**config.mk**
```make
export PLATFORM = sky130hd
export DESIGN_NAME = float_window_accumulator
export DESIGN_NICKNAME = d
export VERILOG_FILES = /design/src/rtl/float_window_accumulator_pkg.sv /design/src/rtl/float_window_accumulator_float_adder.sv /design/src/rtl/float_window_accumulator.sv
export SDC_FILE = /design/constraint.sdc
export NUM_CORES = 1
export LEC_CHECK = 0
export BUFFER_PORTS_ARGS = -buffer_cell sky130_fd_sc_hd__buf_4
export CAP_MARGIN = 0
export CORE_MARGIN = 2
export CORE_UTILIZATION = 35
export DETAILED_ROUTE_END_ITERATION = 8
export PLACE_DENSITY = 0.47
export REMOVE_ABC_BUFFERS = 1
export SLEW_MARGIN = 20
export SYNTH_ARGS = -nofsm -noshare
export SYNTH_HDL_FRONTEND = slang
export SYNTH_SLANG_ARGS = --single-unit
```
**constraint.sdc**
```tcl
create_clock -name clk -period 70.8 [get_ports clk]
set_input_delay 0 -clock clk [delete_from_list [all_inputs] [get_ports clk]]
set_output_delay 0 -clock clk [all_outputs]
set_load 0.005 [all_outputs]
```
**src/rtl/float_window_accumulator_pkg.sv**
```systemverilog
// Shared types and constants for the float window accumulator:
// controller states, legal window sizes and their IEEE-754 single encodings.
package float_window_accumulator_pkg;

  typedef enum logic [1:0] {
    IDLE  = 2'd0,
    ACCUM = 2'd1,
    DONE  = 2'd2
  } state_t;

  localparam logic [5:0] SIZE_4  = 6'd4;
  localparam logic [5:0] SIZE_9  = 6'd9;
  localparam logic [5:0] SIZE_16 = 6'd16;
  localparam logic [5:0] SIZE_25 = 6'd25;
  localparam logic [5:0] SIZE_36 = 6'd36;

  localparam logic [31:0] DIV_4  = 32'h4080_0000;
  localparam logic [31:0] DIV_9  = 32'h4110_0000;
  localparam logic [31:0] DIV_16 = 32'h4180_0000;
  localparam logic [31:0] DIV_25 = 32'h41C8_0000;
  localparam logic [31:0] DIV_36 = 32'h4210_0000;

  // Anything outside the legal set falls back to the largest window.
  function automatic logic [5:0] legal_size(input logic [5:0] w);
    case (w)
      SIZE_4, SIZE_9, SIZE_16, SIZE_25, SIZE_36: legal_size = w;
      default: legal_size = SIZE_36;
    endcase
  endfunction

  function automatic logic [31:0] size_encoding(input logic [5:0] w);
    case (w)
      SIZE_4:  size_encoding = DIV_4;
      SIZE_9:  size_encoding = DIV_9;
      SIZE_16: size_encoding = DIV_16;
      SIZE_25: size_encoding = DIV_25;
      default: size_encoding = DIV_36;
    endcase
  endfunction

endpackage

```
**src/rtl/float_window_accumulator_float_adder.sv**
```systemverilog
// Combinational IEEE-754 adder with round-to-nearest-even; denormals are
// handled, infinities/NaNs on an input are passed straight through.
module float_adder #(
  parameter int DATA_WIDTH = 32,
  parameter int E = 8,
  parameter int M = 23
) (
  input  logic [DATA_WIDTH-1:0] a,
  input  logic [DATA_WIDTH-1:0] b,
  output logic [DATA_WIDTH-1:0] sum
);

  localparam int W = M + 4;

  logic          sa, sb, a_big, sign_l, sticky, round_up;
  logic [E-1:0]  ea, eb, ea_eff, eb_eff, exp_l, exp_s, diff, exp_field;
  logic [M-1:0]  fa, fb;
  logic [M:0]    man_l, man_s;
  logic [W-1:0]  small_ext, aligned, norm;
  logic [W:0]    raw;
  logic [E+1:0]  exp_r;
  logic [M+1:0]  mant_r;

  always_comb begin
    sa = a[DATA_WIDTH-1];
    sb = b[DATA_WIDTH-1];
    ea = a[DATA_WIDTH-2 -: E];
    eb = b[DATA_WIDTH-2 -: E];
    fa = a[M-1:0];
    fb = b[M-1:0];
    ea_eff = (ea == '0) ? E'(1) : ea;
    eb_eff = (eb == '0) ? E'(1) : eb;

    a_big  = {ea, fa} >= {eb, fb};
    sign_l = a_big ? sa : sb;
    exp_l  = a_big ? ea_eff : eb_eff;
    exp_s  = a_big ? eb_eff : ea_eff;
    man_l  = a_big ? {|ea, fa} : {|eb, fb};
    man_s  = a_big ? {|eb, fb} : {|ea, fa};
    diff   = exp_l - exp_s;

    // Align the smaller operand, folding shifted-out bits into a sticky bit.
    small_ext = {man_s, 3'b000};
    if (diff >= E'(W)) begin
      aligned = '0;
      sticky  = |man_s;
    end else begin
      aligned = small_ext >> diff;
      sticky  = |(small_ext & ~({W{1'b1}} << diff));
    end
    aligned[0] = aligned[0] | sticky;

    if (sa == sb) raw = {1'b0, man_l, 3'b000} + {1'b0, aligned};
    else          raw = {1'b0, man_l, 3'b000} - {1'b0, aligned};

    exp_r = {2'b00, exp_l};
    if (raw[W]) begin
      norm    = raw[W:1];
      norm[0] = norm[0] | raw[0];
      exp_r   = exp_r + (E+2)'(1);
    end else begin
      norm = raw[W-1:0];
    end
    for (int i = 0; i < W; i++) begin
      if (!norm[W-1] && exp_r > (E+2)'(1)) begin
        norm  = norm << 1;
        exp_r = exp_r - (E+2)'(1);
      end
    end

    round_up = norm[2] & (norm[1] | norm[0] | norm[3]);
    mant_r   = {1'b0, norm[W-1:3]} + (M+2)'(round_up);
    if (mant_r[M+1]) begin
      mant_r = mant_r >> 1;
      exp_r  = exp_r + (E+2)'(1);
    end
    exp_field = mant_r[M] ? exp_r[E-1:0] : '0;

    if (raw == '0)
      sum = '0;
    else if (exp_r >= {2'b00, {E{1'b1}}})
      sum = {sign_l, {E{1'b1}}, {M{1'b0}}};
    else
      sum = {sign_l, exp_field, mant_r[M-1:0]};

    if (&ea)      sum = a;
    else if (&eb) sum = b;
  end

endmodule

```
**src/rtl/float_window_accumulator.sv**
```systemverilog
// Accumulates a window of 4/9/16/25/36 floats and presents the sum plus the
// float window size for a downstream divider. Define ACC_DENORM_FLUSH_EN to flush denormal inputs to +0.
module float_window_accumulator
  import float_window_accumulator_pkg::*;
#(
  parameter int DATA_WIDTH = 32,
  parameter int E = 8,
  parameter int M = 23
) (
  input  logic                  clk,
  input  logic                  reset_n,
  input  logic                  start,
  input  logic [5:0]            win_size,
  input  logic                  in_valid,
  output logic                  in_ready,
  input  logic [DATA_WIDTH-1:0] in_data,
  output logic                  out_valid,
  input  logic                  out_ready,
  output logic [DATA_WIDTH-1:0] out_sum,
  output logic [DATA_WIDTH-1:0] out_div
);

  state_t                state;
  logic [5:0]            count, size;
  logic [DATA_WIDTH-1:0] acc, operand, add_result, next_acc;
  logic                  accept, last;

`ifdef ACC_DENORM_FLUSH_EN
  assign operand = (in_data[DATA_WIDTH-2 -: E] == '0) ? '0 : in_data;
`else
  assign operand = in_data;
`endif

  float_adder #(.DATA_WIDTH(DATA_WIDTH), .E(E), .M(M)) u_adder (
    .a   (acc),
    .b   (operand),
    .sum (add_result)
  );

  // The first element bypasses the adder so stale accumulator contents never leak in.
  assign next_acc = (count == '0) ? operand : add_result;
  assign accept   = in_valid && in_ready;
  assign last     = (count + 6'd1) == size;

  always_ff @(posedge clk or negedge reset_n) begin
    if (!reset_n) begin
      state     <= IDLE;
      count     <= '0;
      size      <= '0;
      acc       <= '0;
      in_ready  <= 1'b0;
      out_valid <= 1'b0;
      out_sum   <= '0;
      out_div   <= '0;
    end else begin
      case (state)
        IDLE: begin
          if (start) begin
            size     <= legal_size(win_size);
            count    <= '0;
            in_ready <= 1'b1;
            state    <= ACCUM;
          end
        end
        ACCUM: begin
          if (accept) begin
            acc   <= next_acc;
            count <= count + 6'd1;
            if (last) begin
              in_ready  <= 1'b0;
              out_valid <= 1'b1;
              out_sum   <= next_acc;
              out_div   <= DATA_WIDTH'(size_encoding(size));
              state     <= DONE;
            end
          end
        end
        DONE: begin
          if (out_ready) begin
            out_valid <= 1'b0;
            state     <= IDLE;
          end
        end
        default: state <= IDLE;
      endcase
    end
  end

endmodule

```
After elaboration in Yosys (flattened, before gate mapping)
Cells that the tools add are included. W data, S select, Z words.

Register bits: 112. Input bits: 43. Output and inout bits: 66. Logic and storage cells: 266.

Add/subtract/negate cells: 34. $lt $le $gt $ge: 30. Equality and inequality tests: 17. Shift operators: 2. Muxes and demuxes: 92. Bitwise logic cells: 7. Reductions and logical operators: 76.

Operator list (number): $mux W27 (29); $mux W10 (29); $gt A10 B1 Y1 const B (27); $sub A10 B1 Y10 const B (27); $mux W32 (4); $pmux W26 S4 (1); $mux W24 (3); $mux W8 (5); $ge A31 B31 Y1 (1); $mux W31 (1); $add A27 B27 Y28 (1); $logic_and A1 B1 Y1 (28); $logic_not A28 Y1 (1); $mux W28 (1); $sub A27 B27 Y28 (1); $and A27 B27 Y27 (1); $logic_not A1 Y1 (27); $not A27 Y27 (1); $reduce_or A27 Y1 (1); $shl A27 B8 Y27 const A (1); $shr A27 B8 Y27 (1); $add A24 B1 Y25 (1); $eq A6 B5 Y1 const B (4); $reduce_or A24 Y1 (1); other kinds (32) (61).

Longest topological paths before layout
Word-level depth: 106. Mapped depth: 319. Mapped depth without buffers: 258.

Cells and area by module
From an unflattened synthesis, not the netlist that was laid out.

Cells, all modules: 5252. Area total of the unflattened synthesis: 35338.9 µm².

Modules (own cells, without submodules): float_adder (instances 1, cells each 4863, area an instance 31392.6 µm², sequential area each 0.0 µm²); float_window_accumulator (instances 1, cells each 389, area an instance 3946.3 µm², sequential area each 2152.1 µm²).

Worst setup path before layout
OpenSTA, ideal clock, no wires.

Path type: register to register. Start: reg acc[29]. End: reg out_sum[21]. Setup time: 0.127 ns. Arrival: 57.928 ns. Required time: 70.673 ns. Setup slack: 12.745 ns. Stages on the path, launching flop included: 286. Period minus slack after synthesis: 58.055 ns. Cells stage by stage: dfrtp_1 -> ha_1 -> a21oi_1 -> a21boi_1 -> or4_4 -> or3b_4 -> nor2_2 -> buf_2 -> buf_4 -> buf_4 -> buf_8 -> buf_4 -> clkbuf_1 -> clkbuf_1 -> a21oi_1 -> ha_1 -> fa_1 -> clkbuf_1 -> (+250 left out) -> nor3_1 -> a41oi_4 -> buf_4 -> buf_6 -> clkbuf_1 -> nor2_1 -> a211oi_1 -> ha_1 -> and4_1 -> nand4_1 -> a221o_1 -> nor3_1 -> nand4_1 -> a311oi_4 -> nor2_4 -> buf_4 -> a41oi_1 -> o21ai_1.

Word-level cells in the longest chain between the ends: 105.

Ends and longest elaborated chain: start: declaration (line float_window_accumulator.sv:25) `logic [DATA_WIDTH-1:0] acc, operand, add_result, next_acc;`; start signal: assignment (line float_window_accumulator.sv:67) `acc <= next_acc;`; parallel branches: the longest is 103 deep, another holds $ge A31 B31 Y1; $mux W32 * (line float_window_accumulator_float_adder.sv:86) `if (&ea) sum = a;`; $mux W32 * (line float_window_accumulator.sv:41) `assign next_acc = (count == '0) ? operand : add_result;`; end signal: assignment (line float_window_accumulator.sv:72) `out_sum <= next_acc;`; end: declaration (line float_window_accumulator.sv:19) `output logic [DATA_WIDTH-1:0] out_sum,`.

Every way passes the cells marked *. A chain may end at the register's enable or synchronous reset.

Worst setup path after layout
Start: reg acc[27]. End: reg acc[0].

Word-level cells in the longest chain between the ends: 105.

Ends and longest elaborated chain (line): parallel branches: the longest is 103 deep, another holds $ge A31 B31 Y1; $mux W32 * (float_window_accumulator_float_adder.sv:86); $mux W32 * (float_window_accumulator.sv:41).

Marks and branches as above.

==> results_dict.tcl <==
set metrics [dict create \
    status "finished clean" \
    drcViolationCount 0 \
    hold_violations 0 \
    grt.total_usage 0.249 \
    met3_length_microns 9100 \
    dr.max_layer_used "met5" \
    fmax_mhz 15.5 \
    ys_ff_latch 86 \
    first_pass_iters 6 \
    synth_cell_types 169 \
    syn_area_sq_um 36600 \
    cts_tree "done" \
    synth-edff-count 0 \
    clock_path_buffers 2 \
    worstSetupPathType "reg2reg" \
    fin_crit_ns 64.55 \
    io_pins 109 \
    syn_avg_cell_area_sq_um 6.72 \
    die-height_microns 327 \
    viasPerCell 6.13 \
    grt_first_pass_wirelength_microns 219000 \
    synth_adder_area_share 0.0514 \
    critPathMaxStageDelay_ns 0.74 \
    area_growth_pct 4.54 \
    cts_max_level 3 \
    portBuffers 83 \
    synth-simple-area-share 0.286 \
    syn_inst 5442 \
    yosysWarnings 0 \
    place_ws_ns 3.75 \
    wl_met1_microns 66100 \
    place_hpwl_microns 112000 \
    ys_seq_area_frac 0.0588 \
    slowest_stage "a311oi_4" \
    async_flop_share 1.00 \
    tightest_slew_ns 1.12 \
    period_share 0.912 \
    critPathMaxFanout 50 \
    hold_class "in2reg" \
    rows 118 \
    maxCapViolCount 0 \
    core-area_sq_um 104000 \
    grt_max_degree 79 \
    fin_hold_ws_ns 0.0214 \
    synth_top_family_by_area "compound AO/OA/AOI/OAI gates" \
    start_util 0.353 \
    gp_congestion 0.943 \
    crit_path_frequent_cell "ha_1" \
    wirelength_microns 140000 \
    finClkSkew_ns 0.00845 \
    fin_ws_ns 6.26 \
    synth_mux_area_frac 0.140 \
    synth_ff_type "dfrtp_1" \
    dieArea_sq_um 107000 \
    path_delay_family "compound AO/OA/AOI/OAI gates" \
    slew_violations 0 \
    cts.clk_slew.worst_paths_ns 0.06 \
    overflow 0 \
    synth_compound_area_frac 0.338 \
    cts_buffers 9 \
    endpoint_kind "register" \
    num-nets-final 5485 \
    via_count 40958 \
    cp-start-kind "register" \
    worstSkewPairLatency_ns 0.38 \
    cts.sinks 86 \
    wl_met2_microns 62000 \
    relSlewSlack 0.245 \
    drt_iter0_markers 3646 \
    worstPathRequired_ns 71.03 \
    root_buffer "clkbuf_16" \
    die_width_microns 327 \
    setup_viol 0 \
    crit_arrival_ns 64.77 \
    wl_per_cell_microns 21.0 \
    grt_antenna_before_repair 6 \
    ant_nets 0 \
    critPathBufInv 43 \
    grt_pass1_vias 37725 \
    drive_above_1_share 0.0914 \
    synth_xor_area_frac 0.0509 \
]
## routing by layer
metal  track usage  vias up
met5             0        -
met3        0.0302      161
met4        0.0519        4
met1         0.356    19466
li1              -    19962
met2         0.399     1365
## timing repair
action,CTS,global route
resized for setup,0,13
setup endpoints to repair,0,62
hold buffers,12,0
buffers inserted,0,0
hold endpoints to repair,38,0
## state kept, by name, summed over array words and instances, names as in the netlist
name,count
acc,32
out_sum,32
count,6
out_div,6
size,6
state,2
in_ready,1
out_valid,1
## cell families (layout without fill, tap and decap cells)
| logic type | after synthesis | in the layout |
|---|---|---|
| and+or+nand+nor | 2165 | 2165 |
| AOI/OAI and AO/OA | 1797 | 1797 |
| buffers and inverters | 547 | 378 |
| muxes | 491 | 491 |
| xor gates and xnor gates | 206 | 206 |
| adders and majority gates | 149 | 149 |
| DFF | 86 | 86 |
| other | 1 | 27 |
## worst register-to-register path, delay by kind of cell (launching register included)
kind                       cells  cell delay, ns
adders and majority gates     33           10.43
AOI/OAI and AO/OA             84           21.71
and+or+nand+nor               71           16.16
xor gates and xnor gates      12            3.59
muxes                          4            1.51
DFF                            1            0.56
buffers and inverters         43           10.45
## through the flow
| step | setup TNS (ns) | std cells | util | area [sq um] |
|---|---|---|---|---|
| after floorplan | -200.37 | 5123 | - | 34700 |
| after global placement | 0 | 6650 | 0.364 | 37700 |
| after detailed placement | 0 | 6650 | 0.364 | 37700 |
| after CTS | 0 | 6677 | 0.368 | 38200 |
| after global routing | -0.00529 | 6677 | 0.369 | 38200 |
| final | 0 | 6679 | 0.369 | 38300 |
## final cells by class
| type | instances | area [sq um] |
|---|---|---|
| fill | 11381 | 65400 |
| tap | 1380 | 1730 |
| inverter | 204 | 766 |
| clock buffer | 12 | 267 |
| timing repair buffer | 159 | 1220 |
| multi-input combinational | 4833 | 32000 |
| sequential | 86 | 2150 |
| clock inverter | 3 | 90.1 |
| antenna | 2 | 5.00 |
## path summary, 6_finish.rpt
check                                  from          end  slack, ns  depth (start not counted)
max in group asynchronous           reset_n  out_sum[27]      69.58                          3
worst min-delay path            in_data[15]      acc[15]       0.02                          3
worst min register to register  out_div[30]  out_div[30]       0.47                          1
worst max-delay path                acc[27]       acc[0]       6.26                        247
worst max register to register      acc[27]       acc[0]       6.26                        247
min in group asynchronous           reset_n   out_sum[5]       0.07                          2
## synth_stat cells (25+ instances only)
master	count	area [sq um]
buf_2	29	145
inv_1	195	732
a22oi_1	26	195
and3_1	59	369
nand3_1	154	771
o221ai_1	31	272
a211oi_1	63	473
nand2b_1	39	244
xnor2_1	149	1310
dfrtp_1	86	2150
nor4_1	53	332
o31ai_1	39	293
and2_1	61	382
o21a_1	48	360
a21o_1	67	503
xor2_1	51	447
nand2_1	694	2610
o21bai_1	36	270
clkbuf_1	149	559
nor3_1	140	701
a31oi_1	95	594
buf_1	36	135
nor2_1	613	2300
ha_1	147	1840
o21ai_1	53	265
nand4_1	57	357
o22ai_1	30	188
o211ai_1	68	510
mux2_2	76	856
buf_4	77	578
buf_6	35	394
or4_1	25	188
o21ai_0	352	1760
mux2i_1	396	3960
a21oi_1	473	2370
or3_1	51	319
or2_2	36	225
## layout by cell type (no fill, tap or decap), drive strengths merged, types with 25 or more instances in the layout
master and n:
nor3 149, or3 54, o21bai 37, a21oi 483, nand2b 40, or2 49
a31oi 99, nand3 156, o211ai 68, o221ai 36, and3 60, nand2 694
a21o 67, o2111ai 27, a22oi 26, buf 147, o31ai 43, o21a 49
nor2 623, conb 25, ha 147, mux2 86, nor4 60, a211oi 71
a2111oi 29, o21ai 409, xor2 51, mux2i 400, xnor2 153, inv 200
or4 27, o22ai 33, nand4 60, and2 63, dfrtp 86
Power is left out: the tool's default activity adds up to more than one toggle a clock period on the data nets, which glitch-free logic cannot reach.
